<file path="src/rtl/spi_bus_arbiter_pkg.sv">
// Shared types and helpers for the Pmod SPI bus arbiter.
package alarm_spi_pkg;

    typedef enum logic [1:0] {
        IDLE  = 2'd0,
        OWNED = 2'd1,
        GUARD = 2'd2
    } arb_state_t;

    localparam logic CS_IDLE = 1'b1;

    // Bits needed to hold values 0..n-1, never less than one.
    function automatic int unsigned clog2(input int unsigned n);
        int unsigned w;
        w = 1;
        while ((32'd1 << w) < n) begin
            w = w + 1;
        end
        return w;
    endfunction

endpackage

</file>
<file path="src/rtl/spi_bus_arbiter_if.sv">
// Engine-side request/grant and per-engine SPI signals of the bus arbiter.
interface spi_bus_arbiter_if #(
    parameter int unsigned NREQ = 2
);
    logic [NREQ-1:0] req;
    logic [NREQ-1:0] grant;
    logic [NREQ-1:0] req_sclk;
    logic [NREQ-1:0] req_mosi;
    logic [NREQ-1:0] req_cs;
    logic            req_miso;

    modport master (
        output req, req_sclk, req_mosi, req_cs,
        input  grant, req_miso
    );

    modport slave (
        input  req, req_sclk, req_mosi, req_cs,
        output grant, req_miso
    );
endinterface

</file>
<file path="src/rtl/spi_bus_arbiter_rr_pick.sv">
// Combinational round-robin picker: first set request at or above the pointer, wrapping.
module rr_pick
    import alarm_spi_pkg::*;
#(
    parameter int unsigned NREQ  = 2,
    parameter int unsigned IDX_W = clog2(NREQ)
) (
    input  logic [NREQ-1:0]  req,
    input  logic [IDX_W-1:0] ptr,
    output logic             valid,
    output logic [IDX_W-1:0] idx
);

    localparam int unsigned SUM_W = IDX_W + 1;

    logic [NREQ-1:0]  rot;
    logic [SUM_W-1:0] sum;

    // Rotate so the pointer position lands at bit 0, then take the lowest set bit.
    always_comb begin
        rot   = NREQ'({req, req} >> ptr);
        valid = |rot;
        sum   = '0;
        for (int k = NREQ - 1; k >= 0; k--) begin
            if (rot[k]) begin
                sum = SUM_W'(ptr) + SUM_W'(k);
            end
        end
        if (sum >= SUM_W'(NREQ)) begin
            sum = sum - SUM_W'(NREQ);
        end
        idx = sum[IDX_W-1:0];
    end

endmodule

</file>
<file path="src/rtl/spi_bus_arbiter.sv">
// Shares one SPI bus between NREQ engines: round-robin grant, idle guard, hold watchdog.
module spi_bus_arbiter #(
    parameter int unsigned NREQ     = 2,
    parameter int unsigned GUARD    = 4,
    parameter int unsigned MAX_HOLD = 0,
    parameter bit          CPOL     = 1'b0
) (
    input  logic             clk,
    input  logic             rst_n,
    spi_bus_arbiter_if.slave bus,
    input  logic             MISO,
    output logic             SCLK,
    output logic             MOSI,
    output logic [NREQ-1:0]  CS,
    output logic             busy,
    output logic             timeout
);

    import alarm_spi_pkg::*;

    localparam int unsigned IDX_W  = clog2(NREQ);
    localparam int unsigned GRD_W  = clog2(GUARD + 1);
    localparam int unsigned HOLD_W = clog2(MAX_HOLD + 1);

    localparam logic [GRD_W-1:0]  GUARD_LAST = (GUARD == 0)    ? '0 : GRD_W'(GUARD - 1);
    localparam logic [HOLD_W-1:0] HOLD_LAST  = (MAX_HOLD == 0) ? '0 : HOLD_W'(MAX_HOLD - 1);

    arb_state_t        state_q, state_d;
    logic [IDX_W-1:0]  owner_q, owner_d;
    logic [IDX_W-1:0]  ptr_q, ptr_d;
    logic [HOLD_W-1:0] hold_q, hold_d;
    logic [GRD_W-1:0]  guard_q, guard_d;
    logic [NREQ-1:0]   locked_q, locked_d;
    logic [NREQ-1:0]   grant_q, grant_d;
    logic [NREQ-1:0]   cs_q, cs_d;
    logic              sclk_q, sclk_d;
    logic              mosi_q, mosi_d;
    logic              busy_q, busy_d;
    logic              timeout_q, timeout_d;

    logic              pick_valid;
    logic [IDX_W-1:0]  pick_idx;
    logic              release_c;
    logic              wd_hit_c;

    // Revoked engines stay masked until their request has been seen low.
    rr_pick #(
        .NREQ  (NREQ),
        .IDX_W (IDX_W)
    ) u_rr_pick (
        .req   (bus.req & ~locked_q),
        .ptr   (ptr_q),
        .valid (pick_valid),
        .idx   (pick_idx)
    );

    assign release_c = ~bus.req[owner_q];
    assign wd_hit_c  = (MAX_HOLD != 0) && (hold_q == HOLD_LAST);

    always_ff @(posedge clk) begin
        if (!rst_n) begin
            state_q   <= IDLE;
            owner_q   <= '0;
            ptr_q     <= '0;
            hold_q    <= '0;
            guard_q   <= '0;
            locked_q  <= '0;
            grant_q   <= '0;
            cs_q      <= {NREQ{CS_IDLE}};
            sclk_q    <= CPOL;
            mosi_q    <= 1'b0;
            busy_q    <= 1'b0;
            timeout_q <= 1'b0;
        end else begin
            state_q   <= state_d;
            owner_q   <= owner_d;
            ptr_q     <= ptr_d;
            hold_q    <= hold_d;
            guard_q   <= guard_d;
            locked_q  <= locked_d;
            grant_q   <= grant_d;
            cs_q      <= cs_d;
            sclk_q    <= sclk_d;
            mosi_q    <= mosi_d;
            busy_q    <= busy_d;
            timeout_q <= timeout_d;
        end
    end

    // Next state plus next pin values; pins default to idle every cycle.
    always_comb begin
        state_d   = state_q;
        owner_d   = owner_q;
        ptr_d     = ptr_q;
        hold_d    = hold_q;
        guard_d   = guard_q;
        locked_d  = locked_q & bus.req;
        grant_d   = grant_q;
        cs_d      = {NREQ{CS_IDLE}};
        sclk_d    = CPOL;
        mosi_d    = 1'b0;
        timeout_d = 1'b0;

        case (state_q)
            IDLE: begin
                grant_d = '0;
                if (pick_valid) begin
                    owner_d = pick_idx;
                    grant_d = NREQ'(1) << pick_idx;
                    hold_d  = '0;
                    state_d = OWNED;
                    ptr_d   = (pick_idx == IDX_W'(NREQ - 1)) ? '0 : pick_idx + IDX_W'(1);
                end
            end
            OWNED: begin
                if (release_c || wd_hit_c) begin
                    grant_d = '0;
                    guard_d = '0;
                    if (GUARD == 0) begin
                        state_d = IDLE;
                    end else begin
                        state_d = alarm_spi_pkg::GUARD;
                    end
                    // A simultaneous release wins over the watchdog.
                    if (!release_c) begin
                        timeout_d         = 1'b1;
                        locked_d[owner_q] = 1'b1;
                    end
                end else begin
                    sclk_d        = bus.req_sclk[owner_q];
                    mosi_d        = bus.req_mosi[owner_q];
                    cs_d[owner_q] = bus.req_cs[owner_q];
                    if (hold_q != '1) begin
                        hold_d = hold_q + HOLD_W'(1);
                    end
                end
            end
            alarm_spi_pkg::GUARD: begin
                grant_d = '0;
                if (guard_q == GUARD_LAST) begin
                    state_d = IDLE;
                end else begin
                    guard_d = guard_q + GRD_W'(1);
                end
            end
            default: begin
                state_d = IDLE;
                grant_d = '0;
            end
        endcase

        busy_d = (state_d != IDLE);
    end

    assign bus.grant    = grant_q;
    assign bus.req_miso = MISO;
    assign SCLK         = sclk_q;
    assign MOSI         = mosi_q;
    assign CS           = cs_q;
    assign busy         = busy_q;
    assign timeout      = timeout_q;

endmodule
</file>
<file path="src/flat_wrapper.sv">
// flat-port wrapper written by rule: the top's interface ports become plain ports
module spi_bus_arbiter_flat import alarm_spi_pkg::*;
#(
    parameter int unsigned NREQ     = 2,
    parameter int unsigned GUARD    = 4,
    parameter int unsigned MAX_HOLD = 0,
    parameter bit          CPOL     = 1'b0
)
  (clk, rst_n, MISO, SCLK, MOSI, CS, busy, timeout, bus_req, bus_req_sclk, bus_req_mosi, bus_req_cs, bus_grant, bus_req_miso);
  spi_bus_arbiter_if #(.NREQ(NREQ)) bus_i ();
  input  logic clk;
  input  logic rst_n;
  input  logic MISO;
  output logic SCLK;
  output logic MOSI;
  output logic [NREQ-1:0] CS;
  output logic busy;
  output logic timeout;
  input wire logic [$bits(bus_i.req)-1:0] bus_req;
  input wire logic [$bits(bus_i.req_sclk)-1:0] bus_req_sclk;
  input wire logic [$bits(bus_i.req_mosi)-1:0] bus_req_mosi;
  input wire logic [$bits(bus_i.req_cs)-1:0] bus_req_cs;
  output wire logic [$bits(bus_i.grant)-1:0] bus_grant;
  output wire logic [$bits(bus_i.req_miso)-1:0] bus_req_miso;
  assign bus_i.req = bus_req;
  assign bus_i.req_sclk = bus_req_sclk;
  assign bus_i.req_mosi = bus_req_mosi;
  assign bus_i.req_cs = bus_req_cs;
  assign bus_grant = bus_i.grant;
  assign bus_req_miso = bus_i.req_miso;
  spi_bus_arbiter #(.NREQ(NREQ), .GUARD(GUARD), .MAX_HOLD(MAX_HOLD), .CPOL(CPOL)) u_core (.clk(clk), .rst_n(rst_n), .bus(bus_i), .MISO(MISO), .SCLK(SCLK), .MOSI(MOSI), .CS(CS), .busy(busy), .timeout(timeout));
endmodule
</file>
<file path="config.mk">
export PLATFORM = sky130hd
export DESIGN_NAME = spi_bus_arbiter_flat
export DESIGN_NICKNAME = d
export VERILOG_FILES = /design/src/rtl/spi_bus_arbiter_pkg.sv /design/src/rtl/spi_bus_arbiter_if.sv /design/src/rtl/spi_bus_arbiter_rr_pick.sv /design/src/rtl/spi_bus_arbiter.sv /design/src/flat_wrapper.sv
export SDC_FILE = /design/constraint.sdc
export NUM_CORES = 1
export LEC_CHECK = 0
export ABC_AREA = 1
export BUFFER_PORTS_ARGS = -buffer_cell sky130_fd_sc_hd__buf_2
export CAP_MARGIN = 20
export CORE_MARGIN = 5
export CORE_UTILIZATION = 30
export DETAILED_ROUTE_END_ITERATION = 7
export GPL_ROUTABILITY_DRIVEN = 0
export SLEW_MARGIN = 30
export SYNTH_ARGS = -nofsm -noshare
export SYNTH_HDL_FRONTEND = slang
export SYNTH_SLANG_ARGS = --single-unit
</file>
<file path="constraint.sdc">
create_clock -name clk -period 1.95 [get_ports clk]
set_clock_uncertainty 0.2 [all_clocks]
set_input_delay 0.0975 -clock clk [delete_from_list [all_inputs] [get_ports clk]]
set_output_delay 0.0975 -clock clk [all_outputs]
set_load 0.01 [all_outputs]
</file>
## After elaboration in Yosys (flattened, before gate mapping)

Index checks and enable logic that the tools add are counted.

- Bits in registers: 16
- Input bits: 11
- Output and inout bits: 9
- Word-level logic and storage cells: 61

- Add/subtract/negate cells: 4
- $lt $le $gt $ge: 3
- Equal/unequal tests: 5
- Shift operators: 2
- Mux-type cells: 24
- Bitwise gates (word level): 5
- Reduce and logical (&&, ||, !) cells: 8

Operator list:

| kind | count |
|---|---|
| $mux W2 | 7 |
| $mux W1 | 11 |
| $mux W3 | 2 |
| $pmux W2 S3 | 1 |
| $pmux W3 S2 | 1 |
| $reduce_and A3 Y1 | 2 |
| $and A2 B2 Y2 | 2 |
| $ne A2 B2 Y1 const B | 2 |
| $not A2 Y2 | 2 |
| $pmux W2 S2 | 1 |
| $reduce_bool A2 Y1 | 2 |
| $shr A4 B1 Y2 | 1 |
| $add A3 B1 Y3 const B | 1 |
| $eq A3 B2 Y1 const B | 1 |
| $add A1 B1 Y2 const B | 1 |
| $eq A2 B1 Y1 const B | 1 |
| $eq A2 B2 Y1 const B | 1 |
| $ge A2 B2 Y1 const B | 1 |
| $logic_not A2 Y1 | 1 |
| $lt A1 B2 Y1 const B | 1 |
| $or A2 B2 Y2 | 1 |
| $reduce_and A2 Y1 | 1 |
| $reduce_or A2 Y1 | 1 |
| $shl A1 B1 Y2 const A | 1 |
| 5 further kinds | 5 |

## Logic depth before layout (Yosys ltp)

Gate-level depths: netlist of run 1.

- Depth after elaboration: 10
- Gate-level depth with buffers: 7
- Gate-level depth less buffers: 7

## By module

A second synthesis of run 1 with hierarchy kept.

- Cell total of the unflattened synthesis: 108
- Area, all modules: 802.0 um^2

By module, submodules not included:

| module | instances | cells each | area an instance (um^2) | sequential area each (um^2) |
|---|---|---|---|---|
| spi_bus_arbiter | 1 | 104 | 783.3 | 320.3 |
| rr_pick | 1 | 4 | 18.8 | 0.0 |

## Worst setup path after synthesis of run 1

Ideal clock, no wire load.

- Path type: reg2reg
- From: reg u_core.guard_q[0]
- To: reg u_core.guard_q[1]
- Setup time: 0.115 ns
- Arrival: 1.103 ns
- Data required time: 1.635 ns
- Setup slack: 0.532 ns
- Cell stages (with the launch flop): 6
- Path buffers: 0
- Clock period less this slack: 1.418 ns
- Cells stage by stage: dfxtp_1 ha_1 ha_1 nand3b_1 a21oi_1 nor2_1

- Cells in the longest elaborated chain, start to end: 3
- Elaborated cells between the ends (all ways): 6
- Classes of those cells: add/sub: 1; eq/ne: 2; mux: 2; reduce/logical: 1

RTL lines:

| item | RTL line | text |
|---|---|---|
| from (decl) | spi_bus_arbiter.sv:32 | `logic [GRD_W-1:0] guard_q, guard_d;` |
| from (signal assigned) | spi_bus_arbiter.sv:79 | `guard_q <= guard_d;` |
| $add A3 B1 Y3 or $eq A3 B2 Y1 (tied branches) | spi_bus_arbiter.sv:143, spi_bus_arbiter.sv:140 |  |
| $mux W3 or $ne A2 B2 Y1 (tied branches) | n/a |  |
| $pmux W3 S2 or $reduce_and A3 Y1 (tied branches) | n/a |  |

Parallel ways exist; a longest one is shown, timed or not. The select of a mux whose other input is x is not followed.
A chain may end at the register's enable or synchronous reset.

## Worst setup path in the final report of run 1

- From: reg u_core.owner_q
- To: reg u_core.sclk_q (netlist: u_core.SCLK)

- Cells in the longest elaborated chain, start to end: 3
- Elaborated cells between the ends (all ways): 5
- Classes of those cells: mux: 4; reduce/logical: 1

RTL lines:

| item | RTL line | text |
|---|---|---|
| from (decl) | spi_bus_arbiter.sv:29 | `logic [IDX_W-1:0] owner_q, owner_d;` |
| from (signal assigned) | spi_bus_arbiter.sv:76 | `owner_q <= owner_d;` |
| $mux W1 (implied by the code) (2 in series) | spi_bus_arbiter.sv:57 | `assign release_c = ~bus.req[owner_q];` |
| $reduce_and A3 Y1 (no source line) | n/a |  |
| to (signal assigned) | spi_bus_arbiter.sv:83 | `sclk_q <= sclk_d;` |
| to (decl) | spi_bus_arbiter.sv:36 | `logic sclk_q, sclk_d;` |

Parallel ways exist; a longest one is shown, timed or not. The select of a mux whose other input is x is not followed.

==> metrics.md, run 1 <==
| Metric | Value |
|---|---|
| Status | finished, final reports clean |
| Sw Share | 28.91% |
| Final Hold Viols | 0 |
| Commonest cells post-synth | 20 x nand2_1, 16 x dfxtp_1, 9 x inv_1, 9 x nor2_1, 8 x nand3_1 |
| Total Power Consumption | 765.6 uW |
| Critical path required time | 1980 ps |
| Final Max Slew Viols | 0 |
| Mux contribution to synthesized area | 0% |
| Sequential fraction of design power | 49.5% |
| Initial antenna violation count | 0 |
| #FFs+latches synth | 16 |
| Buf/Inv on CP | 1 |
| Fin crit share | 89.05% |
| Multi-input gate area | 321.6 um^2 |
| P_int | 544.2 uW |
| WL final | 1.409 mm |
| Setup_tns | 0 ps |
| Full die area | 3428 um^2 |
| Clk network pwr share | 28.3% |
| Register-to-register setup slack | 210 ps |
| Worst flop-to-flop path startpoint | u_core.owner_q$_SDFFE_PN0P_ |
| Hold depth | 2 |
| Port Buffers | 16 |
| NetSw | 221.3 uW |
| Crit-path slowest cell | dlygate4sd3_1 |
| Max incr delay on CP | 540 ps |
| Leakage | 0.4690 nW |
| Worst skew pair latency | 280 ps |
| Crit path top cell by count | nand2_2 |
| Synth Area in XOR/XNOR | 0% |
| Critical R2R Capture | u_core.SCLK$_SDFF_PN0_ |
| Non-Filler Instances | 146 |
| EDFF count, synth | 0 |
| Cell family with the largest share of critical-path delay | buffers and inverters |
| CP Max Fanout | 7 |
| Kind of critical path | register to register |
| Worst setup EP type | register |
| HP Start | u_core.locked_q[0]$_SDFF_PN0_ |
| Synth-to-layout area growth | 34.16% |
| Critical Path Start Type | register |
| Syn_area_per_cell | 7.855 um^2 |
| YS warnings | 0 |
| Hpwl dp | 1.012 mm |
| Die Wd | 58.55 um |
| Power density cells | 807.2 nW/um^2 |
| Cell Area, Synth | 706.9 um^2 |
| Leading area contributor after synthesis | dfxtp_1 |
| Setup crit start | u_core.owner_q$_SDFFE_PN0P_ |
| Die H | 58.55 um |
| GR Overflow Total | 0 |
| Fmax | 575.9 MHz |
| Worst-path cell chain | nand2_2 -> nand2_2 -> nand3_4 -> a21oi_1 -> dlygate4sd3_1 |
| Pre-antenna DRT Iters | 4 |
| Total track usage | 8.909% |
| Max VDD drop | 0.0003477 V |
| RSZ-0062 raised after global routing | no |
| CTS Buf Count | 3 |
| R2R cell count | 5 |
| Top post-synthesis cells by area | dfxtp_1 45%, nand2_1 11%, nand3_1 5.7% |
| CTS tree | built |
| Top FF cell, synth | dfxtp_1 |
| Share of cells above drive strength 1 | 26.27% |
| WP data arrival | 1770 ps |
| Number of I/O pins | 20 |
| Antenna-violating nets left | 0 |
| Post-synth ARST share | 0% |
| Via Count | 646 |
| Type of the most critical hold path | register to register |
| Root Driver | clkbuf_4 |
| Cells after Synth | 90 |
| CTS H-tree depth | 1 |
| CTS sink cnt | 16 |
| Clock Tree Buf Depth | 2 |
| Max-cap violations | 0 |
| Top-count cell post-synth | nand2_1 |
| Final Net Count | 132 |
| Post-synthesis adder-cell area fraction | 3.540% |
| Register area | 320.3 um^2 |
| Final count of negative-setup-slack endpoints | 0 |
| Largest net degree at the start of global routing | 10 |
| Starting Density | 31.65% |
| Area share of and/or/nand/nor cells after synthesis | 35.75% |
| Share of Yosys cell area claimed by the top area cell type | 45.31% |
| DRT iter0 DRCs | 12 |
| Final min period | 1736 ps |
| Vias/cell | 4.425 |
| # fillers | 234 |
| ANT cells | 0 |
| Comb pwr share | 22.1% |
| Largest family of logic cells by synthesized area | simple AND/OR/NAND/NOR gates |
| Synth cell types | 18 |
| Per-cell routed wire length | 9.651 um |
| DP Cell Count | 131 |
| Post-Syn Nets | 103 |
| Register area share after synthesis | 45.31% |
| Vias in the first global route | 587 |
| Worst-path clk slew | 90 ps |
| Synth Area in Compound Gates | 5.664% |
| # rows | 17 |
| First-pass GRT wire length | 2.332 mm |
| Post-route DRC | 0 |
| Min-Delay Endpoint | u_core.locked_q[0]$_SDFF_PN0_ |
| Core area | 2233 um^2 |
## worst reg2reg max path, stage by stage, from the launching register on
cell           delay [ps]
dfxtp_1               480
nand2_2               130
nand2_2               120
nand3_4                90
a21oi_1               120
dlygate4sd3_1         550
## registers in the layout, indices dropped and copies added, names as in the netlist
| name | count |
|---|---|
| u_core.SCLK | 1 |
| u_core.busy | 1 |
| u_core.bus.grant | 2 |
| u_core.ptr_q | 1 |
| u_core.guard_q | 3 |
| u_core.locked_q | 2 |
| u_core.CS | 2 |
| u_core.owner_q | 1 |
| u_core.state_q | 2 |
| u_core.MOSI | 1 |
## through the flow
step           util (%)  hold WS (ps)  area [um^2]  worst slack (ps)
3_5_place_dp      35.91        -4.881        802.0             434.9
3_3_place_gp      35.91        -4.881        802.0             499.6
2_1_floorplan         -        -9.461        706.9             531.8
4_1_cts           42.47         243.2        948.4             222.8
5_1_grt           42.47         262.5        948.4             110.7
6_report          42.47         238.5        948.4             213.6
## cell usage in the layout, fill, tap and decap left out, types with 2 or more instances in the layout
| cell type | instances |
|---|---|
| nand2_1 | 20 |
| buf_2 | 16 |
| dfxtp_1 | 16 |
| dlygate4sd3_1 | 11 |
| inv_1 | 9 |
| nor2_1 | 9 |
| nand3_1 | 8 |
| a21oi_1 | 7 |
| nand2_2 | 4 |
| inv_2 | 3 |
| clkbuf_4 | 3 |
| nand3_4 | 2 |
| nand3b_1 | 2 |
| ha_1 | 2 |
## layout make-up
cell class | instances | area share [%]
multi-input cells | 59 | 33.90
well taps | 28 | 3.694
flip-flops and latches | 16 | 33.77
repair buffers | 27 | 20.05
inverters | 12 | 4.749
clock buffers | 4 | 3.826
## power by group through the flow
stage,clock network [mW],logic (mW),registers (mW)
global placement,0,0.151,0.387
global route,0.241,0.191,0.383
detailed placement,0,0.154,0.387
floorplan,0,0.112,0.390
CTS,0.229,0.170,0.379
finish,0.217,0.169,0.379
## routing by layer
layer  track usage [%]  share of wire (%)  wire [um]
met1             9.973                 43        606
met2             14.19                 49        695
met5                 0                  0          0
met3             3.289                6.5         91
met4             5.629                1.1         16
## how the worst max path moves through the flow
| stage | to | slack, ps | cells past startpoint |
|---|---|---|---|
| 2_1_floorplan | u_core.guard_q[1]$_SDFFE_PN0P_ | 530 | 5 |
| 3_3_place_gp | u_core.guard_q[2]$_SDFFE_PN0P_ | 500 | 5 |
| 3_5_place_dp | u_core.guard_q[2]$_SDFFE_PN0P_ | 430 | 5 |
| 4_1_cts | u_core.SCLK$_SDFF_PN0_ | 220 | 5 |
| 5_1_grt | u_core.MOSI$_SDFF_PN0_ | 110 | 5 |
| 6_report | u_core.SCLK$_SDFF_PN0_ | 210 | 5 |
## repair_timing
action | 4_1_cts | 5_1_grt
setup buffers | 0 | 0
resized for setup | 0 | 0
hold buffers | 11 | 0
endpoints found under the hold margin | 15 | 0
## logic make-up after synthesis
| kind of cell | after synthesis |
|---|---|
| buf+inv | 15 |
| fa+ha+maj | 2 |
| simple gates | 48 |
| other cells | 1 |
| flops | 16 |
| compound gates | 8 |
No activity file was read; power rests on OpenSTA's default activity.
==> run 2, diff against run 1 <==
==> constraint.sdc (replaced) <==
create_clock -name clk -period 1.95 [get_ports clk]
set_clock_uncertainty 0.2 [all_clocks]
set_input_delay 0.195 -clock clk [delete_from_list [all_inputs] [get_ports clk]]
set_output_delay 0.195 -clock clk [all_outputs]
set_load 0.01 [all_outputs]
==> metrics.md, run 2 (synthesized netlist as in run 1, its figures left out) <==
| Metric | Value |
|---|---|
| Type of the most critical hold path | input port to register |
| ANT cells | 0 (unchanged) |
| Post-route DRC | 0 (unchanged) |
| Final Hold Viols | 0 (unchanged) |
| Setup Buffers After CTS | 0 (unchanged) |
| Vias in the first global route | 558 (-4.9%) |
| Die H | 58.55 um (unchanged) |
| Pre-CTS WS | 434.9 ps (unchanged) |
| Synth-to-layout area growth | 29.91% |
| Setup WS post-layout | 188.5 ps (-25.13 ps) |
| Port Buffers | 16 (unchanged) |
| Number of I/O pins | 20 (unchanged) |
| Post-CTS Resized | 0 (unchanged) |
| Critical path required time | 1980 ps (about the same) |
| Kind of critical path | input port to register |
| Clock Tree Buf Depth | 2 (unchanged) |
| Vias/cell | 4.364 (-1.4%) |
| Register-to-register setup slack | 220 ps (about the same) |
| Die Wd | 58.55 um (unchanged) |
| Starting Density | 31.65% (unchanged) |
| Setup_tns | 0 ps (unchanged) |
| CTS sink cnt | 16 (unchanged) |
| Fin crit share | 90.33% (+1.3 points) |
| Final Max Slew Viols | 0 (unchanged) |
| Biggest register | u_core.guard_q |
| Final min period | 1762 ps (+25.13 ps) |
| Full die area | 3428 um^2 (unchanged) |
| Max VDD drop | 0.0003369 V (-3.1%) |
| Hpwl dp | 1.012 mm (unchanged) |
| CTS tree | built |
| Commonest non-fill, non-tap cell in the layout | nand2_1 |
| Initial antenna violation count | 0 (unchanged) |
| Worst-path cell chain | dlygate4sd3_1 -> buf_2 -> nand2_2 -> nand2_2 -> nand3_4 -> a21oi_1 -> dlygate4sd3_1 |
| Critical R2R Capture | u_core.SCLK$_SDFF_PN0_ |
| Max incr delay on CP | 540 ps (about the same) |
| Post-route core utilization | 41.12% (-1.3 points) |
| Register area | 320.3 um^2 (unchanged) |
| Hold buffer count at cts | 8 (-3) |
| Largest register FFs | 3 (unchanged) |
| Leakage | 0.4536 nW (-3.3%) |
| Per-cell routed wire length | 9.559 um (-0.95%) |
| RSZ-0062 raised after global routing | no |
| Final count of negative-setup-slack endpoints | 0 (unchanged) |
| Min-Delay Endpoint | u_core.guard_q[2]$_SDFFE_PN0P_ |
| # fillers | 233 (-0.43%) |
| Power density cells | 830.1 nW/um^2 (+2.8%) |
| Worst-path clk slew | 90 ps (about the same) |
| CP Max Fanout | 5 (-2) |
| CTS H-tree depth | 1 (unchanged) |
| Via Count | 624 (-3.4%) |
| Share of cells above drive strength 1 | 26.96% (+0.69 points) |
| Worst setup EP type | register |
| HP Start | rst_n |
| Status | finished, final reports clean |
| Fmax | 567.7 MHz (-1.4%) |
| Worst skew pair latency | 280 ps (about the same) |
| Antenna-violating nets left | 0 (unchanged) |
| First-pass GRT wire length | 2.249 mm (-3.6%) |
| Pre-antenna DRT Iters | 4 (unchanged) |
| DRT iter0 DRCs | 10 (-2) |
| CTS Buf Count | 3 (unchanged) |
| Largest net degree at the start of global routing | 10 (unchanged) |
| R2R cell count | 5 (unchanged) |
| GR Overflow Total | 0 (unchanged) |
| Core area | 2233 um^2 (unchanged) |
| Total track usage | 8.636% (-0.27 points) |
| WL final | 1.367 mm (-3.0%) |
| # rows | 17 (unchanged) |
| WP data arrival | 1790 ps (+20 ps) |
| Critical Path Start Type | input port |
| Root Driver | clkbuf_4 |
| Commonest non-fill, non-tap cells in the layout | 20 x nand2_1, 16 x buf_2, 16 x dfxtp_1, 9 x inv_1, 9 x nor2_1 |
| Final Net Count | 129 (-2.3%) |
| Max-cap violations | 0 (unchanged) |
| Hold depth | 3 (+1) |
| Crit-path slowest cell | dlygate4sd3_1 |
| Worst flop-to-flop path startpoint | u_core.owner_q$_SDFFE_PN0P_ |
| Multi-input gate area | 321.6 um^2 (unchanged) |
## run 2: cell types whose count changed in the layout (fill, tap and decap cells not counted)
cell           change
dlygate4sd3_1      -3
## run 2: how the worst max path moves through the flow
stage	startpoint	end	slack (ps)	cells past startpoint
floorplan	u_core.guard_q[0]$_SDFFE_PN0P_	u_core.guard_q[1]$_SDFFE_PN0P_	530	5
global placement	u_core.guard_q[0]$_SDFFE_PN0P_	u_core.guard_q[2]$_SDFFE_PN0P_	500	5
detailed placement	u_core.guard_q[0]$_SDFFE_PN0P_	u_core.guard_q[2]$_SDFFE_PN0P_	430	5
CTS	bus_req[1]	u_core.SCLK$_SDFF_PN0_	200	7
global route	bus_req[1]	u_core.MOSI$_SDFF_PN0_	100	7
finish	bus_req[1]	u_core.SCLK$_SDFF_PN0_	190	7
## run 2: report_power, final
| part | switching, mW | internal, mW | leakage (nW) | total (mW) |
|---|---|---|---|---|
| Sequential | 0.0198 | 0.359 | 0.131 | 0.379 |
| Combinational | 0.0966 | 0.0687 | 0.302 | 0.165 |
| Clock | 0.104 | 0.114 | 0.0210 | 0.218 |
## run 2: worst max-delay path: cells and delay by family
| kind | cells | cell delay, ps |
|---|---|---|
| AO/OA/AOI/OAI | 1 | 120 |
| AND/OR/NAND/NOR | 3 | 290 |
| buffers and inverters | 3 | 1180 |
## run 2: layout make-up
type,count,area share [%]
Clock buffer,4,3.951
Timing Repair Buffer,24,17.44
Multi-Input combinational cell,59,35.01
Sequential cell,16,34.88
Tap cell,28,3.815
Inverter,12,4.905
## run 2: layer usage
layer	GRT usage (%)	share of wire [%]	wire length, um	vias to the layer above
li1	-	-	-	329
met1	9.840	44	596	276
met2	13.40	48	658	17
met3	3.289	6.9	95	2
met4	5.629	1.2	16	0
met5	0	0	0	-
## run 2: per-stage QoR
stage / area (um^2) / power [mW] / instances / hold slack, ps
2_1_floorplan: 706.9 / 0.5022 / 90 / 88.04
6_report: 918.4 / 0.7623 / 143 / 21.15
3_5_place_dp: 802.0 / 0.5412 / 131 / 181.8
4_1_cts: 918.4 / 0.7744 / 143 / 10.98
5_1_grt: 918.4 / 0.8109 / 143 / 34.26
3_3_place_gp: 802.0 / 0.5384 / 131 / 181.3
==> run 3, diff against run 2 <==
--- a/config.mk
+++ b/config.mk
@@ -8,7 +8,7 @@
 export ABC_AREA = 1
 export BUFFER_PORTS_ARGS = -buffer_cell sky130_fd_sc_hd__buf_2
 export CAP_MARGIN = 20
-export CORE_MARGIN = 5
+export CORE_MARGIN = 1
 export CORE_UTILIZATION = 30
 export DETAILED_ROUTE_END_ITERATION = 7
 export GPL_ROUTABILITY_DRIVEN = 0
==> metrics.md, run 3 (synthesized netlist as in run 1, its figures left out) <==
| Metric | Value |
|---|---|
| Status | finished, final reports clean |
| Synth-to-layout area growth | 29.91% (unchanged) |
| DRT iter0 DRCs | 7 (-3) |
| DP Cell Count | 131 (unchanged) |
| Final Max Slew Viols | 0 (unchanged) |
| Post-route DRC | 0 (unchanged) |
| Clk network pwr share | 28.7% (about the same) |
| Worst setup EP type | register |
| RSZ-0062 raised after global routing | no |
| Per-cell routed wire length | 8.594 um (-10%) |
| Port Buffers | 16 (unchanged) |
| Initial antenna violation count | 0 (unchanged) |
| Share of cells above drive strength 1 | 26.96% (unchanged) |
| Setup_tns | 0 ps (unchanged) |
| ANT cells | 0 (unchanged) |
| CTS sink cnt | 16 (unchanged) |
| Non-Filler Instances | 143 (unchanged) |
| Setup crit start | bus_req[1] |
| Max incr delay on CP | 540 ps (about the same) |
| # rows | 17 (unchanged) |
| Hpwl dp | 931.4 um (-8.0%) |
| Full die area | 2555 um^2 (-25%) |
| Commonest non-fill, non-tap cells in the layout | 20 x nand2_1, 16 x buf_2, 16 x dfxtp_1, 9 x inv_1, 9 x nor2_1 |
| Biggest register | u_core.guard_q |
| Power density cells | 829.7 nW/um^2 (about the same) |
| Leakage | 0.4536 nW (unchanged) |
| Fmax | 570.8 MHz (+0.54%) |
| Comb pwr share | 21.6% (about the same) |
| Pre-antenna DRT Iters | 4 (unchanged) |
| Sw Share | 28.89% (-0.057 points) |
| CTS tree | built |
| First-pass GRT wire length | 2.173 mm (-3.4%) |
| Type of the most critical hold path | input port to register |
| CTS H-tree depth | 1 (unchanged) |
| Fin crit share | 89.85% (-0.48 points) |
| Via Count | 624 (unchanged) |
| Sequential fraction of design power | 49.7% (about the same) |
| Final min period | 1752 ps (-9.439 ps) |
| Largest net degree at the start of global routing | 10 (unchanged) |
| Die H | 50.55 um (-14%) |
| Post-CTS Resized | 0 (unchanged) |
| Total Power Consumption | 761.9 uW (about the same) |
| Final Hold Viols | 0 (unchanged) |
| Final Net Count | 129 (unchanged) |
| Final count of negative-setup-slack endpoints | 0 (unchanged) |
| Max-cap violations | 0 (unchanged) |
| Worst skew pair latency | 290 ps (about the same) |
| Max VDD drop | 0.0003597 V (+6.8%) |
| WL final | 1.229 mm (-10%) |
| # fillers | 244 (+4.7%) |
| Multi-input gate area | 321.6 um^2 (unchanged) |
| Number of I/O pins | 20 (unchanged) |
| Root Driver | clkbuf_4 |
| Clock Tree Buf Depth | 2 (unchanged) |
| HP Start | rst_n |
| Starting Density | 31.96% (+0.30 points) |
| GR Overflow Total | 0 (unchanged) |
| Worst flop-to-flop path startpoint | u_core.owner_q$_SDFFE_PN0P_ |
| Antenna-violating nets left | 0 (unchanged) |
| Critical Path Start Type | input port |
| Register area | 320.3 um^2 (unchanged) |
| Critical path required time | 1990 ps (about the same) |
| Total track usage | 11.49% (+2.9 points) |
| Vias in the first global route | 573 (+2.7%) |
| Worst-path clk slew | 90 ps (about the same) |
| Crit-path slowest cell | dlygate4sd3_1 |
| Worst-path cell chain | dlygate4sd3_1 -> buf_2 -> nand2_2 -> nand2_2 -> nand3_4 -> a21oi_1 -> dlygate4sd3_1 |
| Die Wd | 50.55 um (-14%) |
| NetSw | 220.2 uW (-0.25%) |
| Core area | 2212 um^2 (-0.95%) |
| Commonest non-fill, non-tap cell in the layout | nand2_1 |
| WP data arrival | 1790 ps (about the same) |
| CP Max Fanout | 5 (unchanged) |
| Largest register FFs | 3 (unchanged) |
| Kind of critical path | input port to register |
| CTS Buf Count | 3 (unchanged) |
| Vias/cell | 4.364 (unchanged) |
| P_int | 541.8 uW (about the same) |
==> run 3: cell counts in the layout (fill, tap and decap cells not counted) <==
Identical to the previous run, type by type.
==> run 3: final timing paths <==
| path | slack [ps] | depth (start not counted) | end |
|---|---|---|---|
| worst max register to register | 230 | 5 | u_core.MOSI$_SDFF_PN0_ |
| worst min-delay path | 30 | 3 | u_core.guard_q[1]$_SDFFE_PN0P_ |
| worst min register to register | 240 | 2 | u_core.locked_q[1]$_SDFF_PN0_ |
| worst max-delay path | 200 | 7 | u_core.MOSI$_SDFF_PN0_ |
==> run 3: through the flow <==
step	setup WS [ps]	hold WS [ps]	area (um^2)	util [%]
floorplan	531.8	88.04	706.9	-
global placement	496.8	179.8	802.0	36.26
detailed placement	460.1	185.6	802.0	36.26
CTS	207.5	15.91	918.4	41.52
global route	129.9	28.78	918.4	41.52
finish	197.9	25.55	918.4	41.52
==> run 3: cell type report <==
cell class                      instances  area share (%)
Clock buffer                            4           3.951
Inverter                               12           4.905
Multi-Input combinational cell         59           35.01
Sequential cell                        16           34.88
Tap cell                               28           3.815
Timing Repair Buffer                   24           17.44
==> run 3: repair_timing <==
action | 4_1_cts | 5_1_grt
endpoints found under the hold margin | 6 | 0
hold buffers | 8 | 0
buffers inserted | 0 | 0
==> run 3: per-layer routing <==
metal	vias to the layer above	wire [um]	track usage [%]
li1	330	-	-
met1	279	590	13.04
met2	12	535	18.00
met3	3	68	3.636
met4	0	34	8.333
met5	-	0	0
==> run 3: critical path, delay by kind of cell <==
kind            cells  cell delay [ps]
compound gates      1              120
simple gates        3              280
buf+inv             3             1190
==> run 3: power groups by stage <==
stage	registers [mW]	clock network [mW]	logic, mW
global placement	0.387	0	0.151
CTS	0.379	0.231	0.166
detailed placement	0.387	0	0.154
global route	0.383	0.249	0.186
floorplan	0.390	0	0.112
finish	0.379	0.219	0.164
